**config.mk**
```make
export PLATFORM = sky130hd
export DESIGN_NAME = io_timer_gpio
export DESIGN_NICKNAME = d
export VERILOG_FILES = /design/src/rtl/io_pkg.sv /design/src/rtl/io_timer.sv /design/src/rtl/io_timer_gpio.sv
export SDC_FILE = /design/constraint.sdc
export NUM_CORES = 1
export LEC_CHECK = 0
export BUFFER_PORTS_ARGS = -buffer_cell sky130_fd_sc_hd__buf_2
export CORE_ASPECT_RATIO = 0.9
export CORE_UTILIZATION = 59
export DETAILED_ROUTE_END_ITERATION = 6
export GPL_ROUTABILITY_DRIVEN = 0
export GPL_TIMING_DRIVEN = 0
export PLACE_DENSITY = 0.95
export SYNTH_ARGS = -nofsm -noshare
export SYNTH_HDL_FRONTEND = slang
export SYNTH_SLANG_ARGS = --single-unit
```
**constraint.sdc**
```tcl
create_clock -name clk -period 3.79 [get_ports clk]
set_input_delay 0.379 -clock clk [delete_from_list [all_inputs] [get_ports clk]]
set_output_delay 0.379 -clock clk [all_outputs]
set_load 0.02 [all_outputs]
```
**src/rtl/io_pkg.sv**
```systemverilog
// io_pkg: register word indices and CTRL bit positions for the io timer/GPIO block.
package io_pkg;
   localparam logic [5:0] IO_LED    = 6'h00;
   localparam logic [5:0] IO_SW     = 6'h01;
   localparam logic [5:0] IO_CTRL   = 6'h02;
   localparam logic [5:0] IO_LOAD   = 6'h03;
   localparam logic [5:0] IO_COUNT  = 6'h04;
   localparam logic [5:0] IO_STATUS = 6'h05;
   localparam int CTRL_EN  = 0;
   localparam int CTRL_AR  = 1;
   localparam int CTRL_IRQ = 2;
endpackage

```
**src/rtl/io_timer.sv**
```systemverilog
// io_timer: prescaled 32-bit down counter with auto-reload, one-shot stop and sticky expiry.
module io_timer
   import io_pkg::*;
#(
   parameter int PRESCALE = 1
) (
   input  logic        clk,
   input  logic        rst,
   input  logic        ctrlWe,
   input  logic        loadWe,
   input  logic        statusClr,
   input  logic [31:0] wtData,
   output logic [2:0]  ctrl,
   output logic [31:0] load,
   output logic [31:0] count,
   output logic        expired
);
   localparam int PW = PRESCALE > 1 ? $clog2(PRESCALE) : 1;
   logic [PW-1:0] presc;
   logic tick, expire;
   assign tick   = ctrl[CTRL_EN] && presc == PW'(PRESCALE - 1);
   assign expire = tick && count == '0;
   always_ff @(posedge clk or negedge rst)
      if (!rst) begin
         presc   <= '0;
         ctrl    <= '0;
         load    <= '0;
         count   <= '0;
         expired <= 1'b0;
      end else begin
         presc <= (loadWe || !ctrl[CTRL_EN] || tick) ? '0 : presc + 1'b1;
         // a CTRL write overrides the one-shot auto-clear of en
         if (ctrlWe) ctrl <= wtData[2:0];
         else if (expire && !ctrl[CTRL_AR]) ctrl[CTRL_EN] <= 1'b0;
         if (loadWe) load <= wtData;
         if (loadWe) count <= wtData;
         else if (tick) count <= count != '0 ? count - 1 : ctrl[CTRL_AR] ? load : count;
         if (expire) expired <= 1'b1;
         else if (statusClr) expired <= 1'b0;
      end
endmodule

```
**src/rtl/io_timer_gpio.sv**
```systemverilog
// io_timer_gpio: io-bus peripheral with LED register, synchronised switches and a timer.
module io_timer_gpio
   import io_pkg::*;
#(
   parameter logic [31:0] BASE_ADDR = 32'h0000_0000,
   parameter int          LED_W     = 16,
   parameter int          SW_W      = 16,
   parameter int          PRESCALE  = 1
) (
   input  logic             clk,
   input  logic             rst,
   input  logic             ioCe,
   input  logic             ioWr,
   input  logic [31:0]      ioAddr,
   input  logic [31:0]      ioWtData,
   output logic [31:0]      ioRdData,
   input  logic [SW_W-1:0]  sw_i,
   output logic [LED_W-1:0] led_o,
   output logic             irq_o
);
   logic hit, we;
   logic [5:0] idx;
   logic [LED_W-1:0] led;
   logic [SW_W-1:0] swMeta, swSync;
   logic [2:0] ctrl;
   logic [31:0] load, count;
   logic expired;
   logic unusedBits;
   assign unusedBits = ^{ioAddr[1:0], BASE_ADDR[7:0]};
   assign hit = ioCe && ioAddr[31:8] == BASE_ADDR[31:8];
   assign we  = hit && ioWr;
   assign idx = ioAddr[7:2];
   always_ff @(posedge clk or negedge rst)
      if (!rst) begin
         led    <= '0;
         swMeta <= '0;
         swSync <= '0;
      end else begin
         swMeta <= sw_i;
         swSync <= swMeta;
         if (we && idx == IO_LED) led <= ioWtData[LED_W-1:0];
      end
   io_timer #(.PRESCALE(PRESCALE)) uTimer (
      .clk      (clk),
      .rst      (rst),
      .ctrlWe   (we && idx == IO_CTRL),
      .loadWe   (we && idx == IO_LOAD),
      .statusClr(we && idx == IO_STATUS && ioWtData[0]),
      .wtData   (ioWtData),
      .ctrl     (ctrl),
      .load     (load),
      .count    (count),
      .expired  (expired)
   );
   assign led_o = led;
   assign irq_o = expired && ctrl[CTRL_IRQ];
   assign ioRdData = !(hit && !ioWr)     ? '0 :
                     idx == IO_LED    ? 32'(led) :
                     idx == IO_SW     ? 32'(swSync) :
                     idx == IO_CTRL   ? {29'b0, ctrl} :
                     idx == IO_LOAD   ? load :
                     idx == IO_COUNT  ? count :
                     idx == IO_STATUS ? {31'b0, expired} : '0;
endmodule
```
## Word-level counts from Yosys, hierarchy flattened

Index checks and enable logic that the tools add are counted.

| storage, ports and cells | value |
|---|---|
| bits in registers | 117 |
| word-level logic and storage cells | 59 |
| output and inout bits | 49 |
| input port bits | 84 |

| operators by class | value |
|---|---|
| add/subtract/negate cells | 2 |
| bitwise gates (word level) | 1 |
| reduce and logical (&&, ||, !) cells | 26 |
| mux-type cells | 16 |
| eq/ne operators | 5 |

Operator list:

| cell | count |
|---|---|
| two-way mux 32 bit | 10 |
| zero test 32 bit | 1 |
| nonzero test 32 bit | 1 |
| subtractor 32 x 1 -> 32 bit, second input constant | 1 |
| zero test 24 bit | 1 |
| equality test 6 x 2 -> 1 bit, second input constant | 2 |
| equality test 6 x 3 -> 1 bit, second input constant | 2 |
| logical AND 1 bit | 12 |
| equality test 6 x 1 -> 1 bit, second input constant | 1 |
| zero test 6 bit | 1 |
| two-way mux 1 bit | 6 |
| nonzero test 2 bit | 3 |
| zero test 1 bit | 3 |
| nonzero test 3 bit | 1 |
| logical OR 1 bit | 2 |
| AND reduction 2 bit | 1 |
| adder 1 bit, second input constant | 1 |
| inverter 1 bit | 1 |

## Depth between registers and ports, before layout

| logic depth | value |
|---|---|
| word-level depth | 8 |
| depth in mapped cells | 10 |

## Hierarchy

From an unflattened synthesis, not the netlist that was laid out.

| unflattened totals | value |
|---|---|
| cell total of the unflattened synthesis | 652 |
| area, all modules | 6,169.7 um^2 |

Modules (own cells, without submodules):

| module | instances | area an instance (um^2) | seq. area each (um^2) | cells each |
|---|---|---|---|---|
| io_timer | 1 | 3,794.9 | 1,726.7 | 415 |
| io_timer_gpio | 1 | 2,374.8 | 1,201.2 | 237 |

## Worst setup path before layout

Ideal clock, no wire load.

| timing | value |
|---|---|
| path kind | input-to-output |
| start | in ioAddr[2] |
| end | out ioRdData[1] |
| stages | 7 |
| path slack | 1.323 ns |
| path buffers | 3 |
| data required time | 3.411 ns |
| arrival | 2.088 ns |
| path through | clkbuf_1 -> nor2_1 -> and3_1 -> clkbuf_1 -> buf_1 -> a22oi_1 -> nor3_1 |

| between the ends | value |
|---|---|
| longest elaborated chain between the ends | 7 |
| elaborated cells on any way between the ends | 11 |
| classes of those cells | eq/ne (4); mux (6); reduce/logical (1) |

Ends and longest elaborated chain:

| item | RTL line | source |
|---|---|---|
| from (decl) | io_timer_gpio.sv:14 | `input logic [31:0] ioAddr,` |
| equality test 6 x 3 -> 1 bit | io_timer_gpio.sv:62 | `idx == IO_COUNT ? count :` |
| two-way mux 32 bit | io_timer_gpio.sv:62 |  |
| two-way mux 32 bit | io_timer_gpio.sv:61 | `idx == IO_LOAD ? load :` |
| two-way mux 32 bit | io_timer_gpio.sv:60 | `idx == IO_CTRL ? {29'b0, ctrl} :` |
| two-way mux 32 bit | io_timer_gpio.sv:59 | `idx == IO_SW ? 32'(swSync) :` |
| two-way mux 32 bit * | io_timer_gpio.sv:58 | `idx == IO_LED ? 32'(led) :` |
| two-way mux 32 bit * | io_timer_gpio.sv:57 | `assign ioRdData = !(hit && !ioWr) ? '0 :` |
| to (decl) | io_timer_gpio.sv:16 | `output logic [31:0] ioRdData,` |

Every way passes the cells marked *; elsewhere a longest branch is shown, timed or not.

## Final worst setup path

| timing | value |
|---|---|
| start | reg uTimer.count[14] |
| end | reg uTimer.count[26] |

| between the ends | value |
|---|---|
| longest elaborated chain between the ends | 4 |
| elaborated cells on any way between the ends | 7 |
| classes of those cells | add/sub (1); mux (3); reduce/logical (3) |

Ends and longest elaborated chain:

| item | RTL line | source |
|---|---|---|
| from (decl) | io_timer.sv:15 | `output logic [31:0] count,` |
| from (signal assigned) | io_timer.sv:36 | `if (loadWe) count <= wtData;` |
| from (signal assigned) | io_timer.sv:37 | `else if (tick) count <= count != '0 ? count - 1 : ctrl[CTRL_AR] ? load : count;` |
| subtractor 32 x 1 -> 32 bit or nonzero test 32 bit (tied branches) | io_timer.sv:37 |  |
| two-way mux 32 bit (2 in a row) | io_timer.sv:37 |  |
| two-way mux 32 bit | io_timer.sv:36 |  |

Several ways; a longest one is shown, not always the timed one. The select of a mux whose other input is x is not followed.
A chain may end at the register's enable or synchronous reset.

==> flow_summary.json <==
{
  "failing_checks": "negative hold slack",
  "detail-route-antenna-nets": 0,
  "antenna_cells_inserted": 0,
  "postSynth.topFlopCell": "sky130_fd_sc_hd__dfrtp_1",
  "drc": 0,
  "finalSetupTns_ps": 0,
  "leakagePower_nw": 3.59,
  "timing.critical_path.from_type": "flop",
  "drv.max_cap_violation_count": 0,
  "sequential_power_share_pct": 37.5,
  "switching_power_mw": 1.45,
  "synth_compound_gate_area_share_pct": 19.6,
  "synth_largest_type_area_fraction_pct": 47.7,
  "vdd_ir_drop_max_mv": 0.404,
  "yosysMostFrequentCell": "sky130_fd_sc_hd__dfrtp_1",
  "worst_slack_ps": 509,
  "grt_util_met1_pct": 49.6,
  "placedInstanceArea_um2": 6960,
  "cts-htree-levels": 4,
  "cts.clk_slew.worst_paths_ps": 60,
  "synth_warnings": 0,
  "largest_fanout_on_the_critical_path": 10,
  "synth_fa_ha_area_share_pct": 0.408,
  "synthesis.instances": 666,
  "first_iter_violations": 948,
  "netlist.top_cell.by_area": "sky130_fd_sc_hd__dfrtp_1",
  "synth_edf_count": 0,
  "swShare_pct": 34.0,
  "synth_xor_xnor_area_share_pct": 3.00,
  "critical-path-slowest-cell": "sky130_fd_sc_hd__nor4_1",
  "synth_top_cells_by_area": "sky130_fd_sc_hd__dfrtp_1 48%, sky130_fd_sc_hd__nand2_1 6.8%, sky130_fd_sc_hd__a21oi_1 5.5%",
  "dp_hpwl_mm": 13.3,
  "cellInternalPower_mw": 2.81,
  "maximum_number_of_pins_on_one_net_before_global_route_repair": 68,
  "postLayoutCoreUtil_pct": 76.6,
  "mapped_nets": 752,
  "critical_path_arrival_ps": 3640,
  "drt_wl_total_mm": 20.3,
  "ys_types": 63,
  "ioPinCount": 133,
  "synthToLayoutAreaGrowth_pct": 23.3,
  "die_height_um": 98.7,
  "worst-endpoint-required_ps": 4150,
  "worst-setup-path-type": "reg -> reg",
  "report.final.hold_viol_count": 8,
  "crit_path_end_kind": "flop",
  "status": "finished with violations",
  "post_synth_mux_area_share_pct": 4.77,
  "drive_gt1_share_pct": 25.0,
  "timing_worst_slew_pin_value_ps": 972,
  "cts_made_buffers": 17,
  "fmaxAchievable_mhz": 305,
  "max_clock_skew_ps": 8.76,
  "global_route.peak_usage_layer": "met2",
  "placementRows": 34,
  "vias": 6455,
  "ys_async_sr_fraction_pct": 100,
  "dp.cells": 921,
  "antenna_found_initial": 0,
  "seq_area_frac_synth_pct": 47.7,
  "power_density_nw_per_um2": 564,
  "initial_utilization_pct": 62.2,
  "netlist_top_cells_count": "117 x sky130_fd_sc_hd__dfrtp_1, 111 x sky130_fd_sc_hd__nand2_1, 67 x sky130_fd_sc_hd__a21oi_1",
  "postCtsSetupRepairBufs": 0,
  "clock_latency_ps": 430,
  "reg2regPathDepth": 7,
  "first_pass_grt_wire_length_mm": 32.5,
  "synth-seq-cells": 117,
  "track_usage_pct": 40.4,
  "timing.final.crit_share_pct": 86.6,
  "cts_resized": 0,
  "drt_pass1_iterations": 7,
  "globalRouteOverflowTotal": 0,
  "final_design_area_no_fill_um2": 7560,
  "slew-limit-headroom_pct": 34.9,
  "cts_buffer_depth": 2,
  "avgRoutedWirePerCell_um": 21.3,
  "finalMaxSlewViolations": 0,
  "crit_path_cell_trace": "clkbuf_1 -> nor4_1 -> and3_1 -> nand4_1 -> clkbuf_1 -> a2111oi_0 -> a221o_1",
  "nets": 900,
  "finalCriticalPeriod_ps": 3280,
  "cts.hold.buffers_added": 0,
  "nFillCells": 616,
  "clock_tree.root_cell": "sky130_fd_sc_hd__clkbuf_16",
  "max_stage_delay_ps": 750,
  "numPortBuffers": 128,
  "tritoncts": "yes",
  "grt_use_met3_pct": 14.5,
  "synth_top_family_by_area": "simple AND/OR/NAND/NOR gates",
  "yosys.area_share.simple_pct": 20.4,
  "die_width_um": 109,
  "design_power_total_mw": 4.26,
  "postSynthAreaPerCell_um2": 9.21,
  "p_comb_share_pct": 24.2,
  "post_drt_via_cell_ratio": 6.77,
  "clock_sink_count": 117,
  "place_ws_ps": 761,
  "fp.dieArea_um2": 10800,
  "whs_ps": -11.4,
  "core_area_um2": 9870,
  "vias_in_the_first_global_route": 6571,
  "min_path_type": "in -> async",
  "grt_setup_unrepaired": "false",
  "grt.met2_usage_pct": 60.1,
  "report.final.setup_viol": 0,
  "clkPwrFrac_pct": 38.3,
  "mappedNetlistArea_um2": 6130,
  "layout.cells.non_filler": 953,
  "worst_path_most_repeated_cell": "sky130_fd_sc_hd__clkbuf_1"
}
-- final cells by class --
| type | count | area, um2 | area share (%) |
|---|---|---|---|
| multi-input combinational | 492 | 2960 | 39.1 |
| tap | 126 | 158 | 2.08 |
| timing repair buffer | 129 | 671 | 8.87 |
| buffer | 48 | 216 | 2.86 |
| clock inverter | 12 | 144 | 1.90 |
| sequential | 117 | 2930 | 38.7 |
| inverter | 9 | 33.8 | 0.447 |
| clock buffer | 20 | 457 | 6.04 |
-- routing by layer --
metal  routed length (um)  vias up
li1                     -     2674
met1                 7100     3014
met2                 9250      620
met3                 2830      147
met4                 1160        0
met5                    0        -
-- power by group through the flow --
stage	Clock [mW]	Combinational [mW]	Sequential [mW]
4_1_cts	1.62	0.996	1.58
3_5_place_dp	0	0.971	1.60
6_report	1.63	1.03	1.60
2_1_floorplan	0	0.734	1.55
3_3_place_gp	0	0.929	1.59
5_1_grt	1.67	1.10	1.61
-- sequential cells by signal, summed over array words and instances (netlist names) --
register        count
uTimer.count       32
uTimer.load        32
led_o              16
swMeta             16
swSync             16
uTimer.ctrl         3
uTimer.expired      1
uTimer.presc        1
-- critical path, delay by kind of cell (launching register included) --
kind | cells | cell delay, ps
DFF | 1 | 360
buffers and inverters | 2 | 580
and+or+nand+nor | 3 | 1370
AOI/OAI and AO/OA | 2 | 890
-- cell families after synthesis --
kind of cell	count (synthesis)
AND/OR/NAND/NOR	258
AO/OA/AOI/OAI	183
flip-flops	117
buffers and inverters	57
multiplexers	27
XOR/XNOR	21
adder cells (fa/ha/maj)	2
other	1
-- path summary, 6_finish.rpt --
kind                                  startpoint          endpoint  slack (ps)
worst min register to register        swMeta[15]        swSync[15]         350
max in group asynchronous                    rst         swMeta[8]        3050
worst min-delay path                         rst          led_o[1]         -10
min in group clk                         sw_i[6]         swMeta[6]          50
worst max register to register  uTimer.count[14]  uTimer.count[26]         510
worst max-delay path            uTimer.count[14]  uTimer.count[26]         510
-- placed cells by master (no fill, tap or decap), types with 6 or more instances in the layout --
cell / count
sky130_fd_sc_hd__nand2_1: 111
sky130_fd_sc_hd__a211o_1: 6
sky130_fd_sc_hd__inv_1: 8
sky130_fd_sc_hd__clkbuf_16: 17
sky130_fd_sc_hd__or3_1: 7
sky130_fd_sc_hd__nor3_1: 9
sky130_fd_sc_hd__a211oi_1: 6
sky130_fd_sc_hd__o21ai_0: 25
sky130_fd_sc_hd__nand3_1: 8
sky130_fd_sc_hd__a21oi_1: 67
sky130_fd_sc_hd__nor2_1: 65
sky130_fd_sc_hd__nor4_1: 12
sky130_fd_sc_hd__clkbuf_1: 32
sky130_fd_sc_hd__buf_2: 135
sky130_fd_sc_hd__nor4_2: 6
sky130_fd_sc_hd__a221o_1: 13
sky130_fd_sc_hd__dfrtp_1: 117
sky130_fd_sc_hd__xnor2_1: 17
sky130_fd_sc_hd__a22oi_1: 36
sky130_fd_sc_hd__mux2i_1: 9
sky130_fd_sc_hd__mux2_2: 18
sky130_fd_sc_hd__and3_1: 8
(Power assumes the default switching activity.)
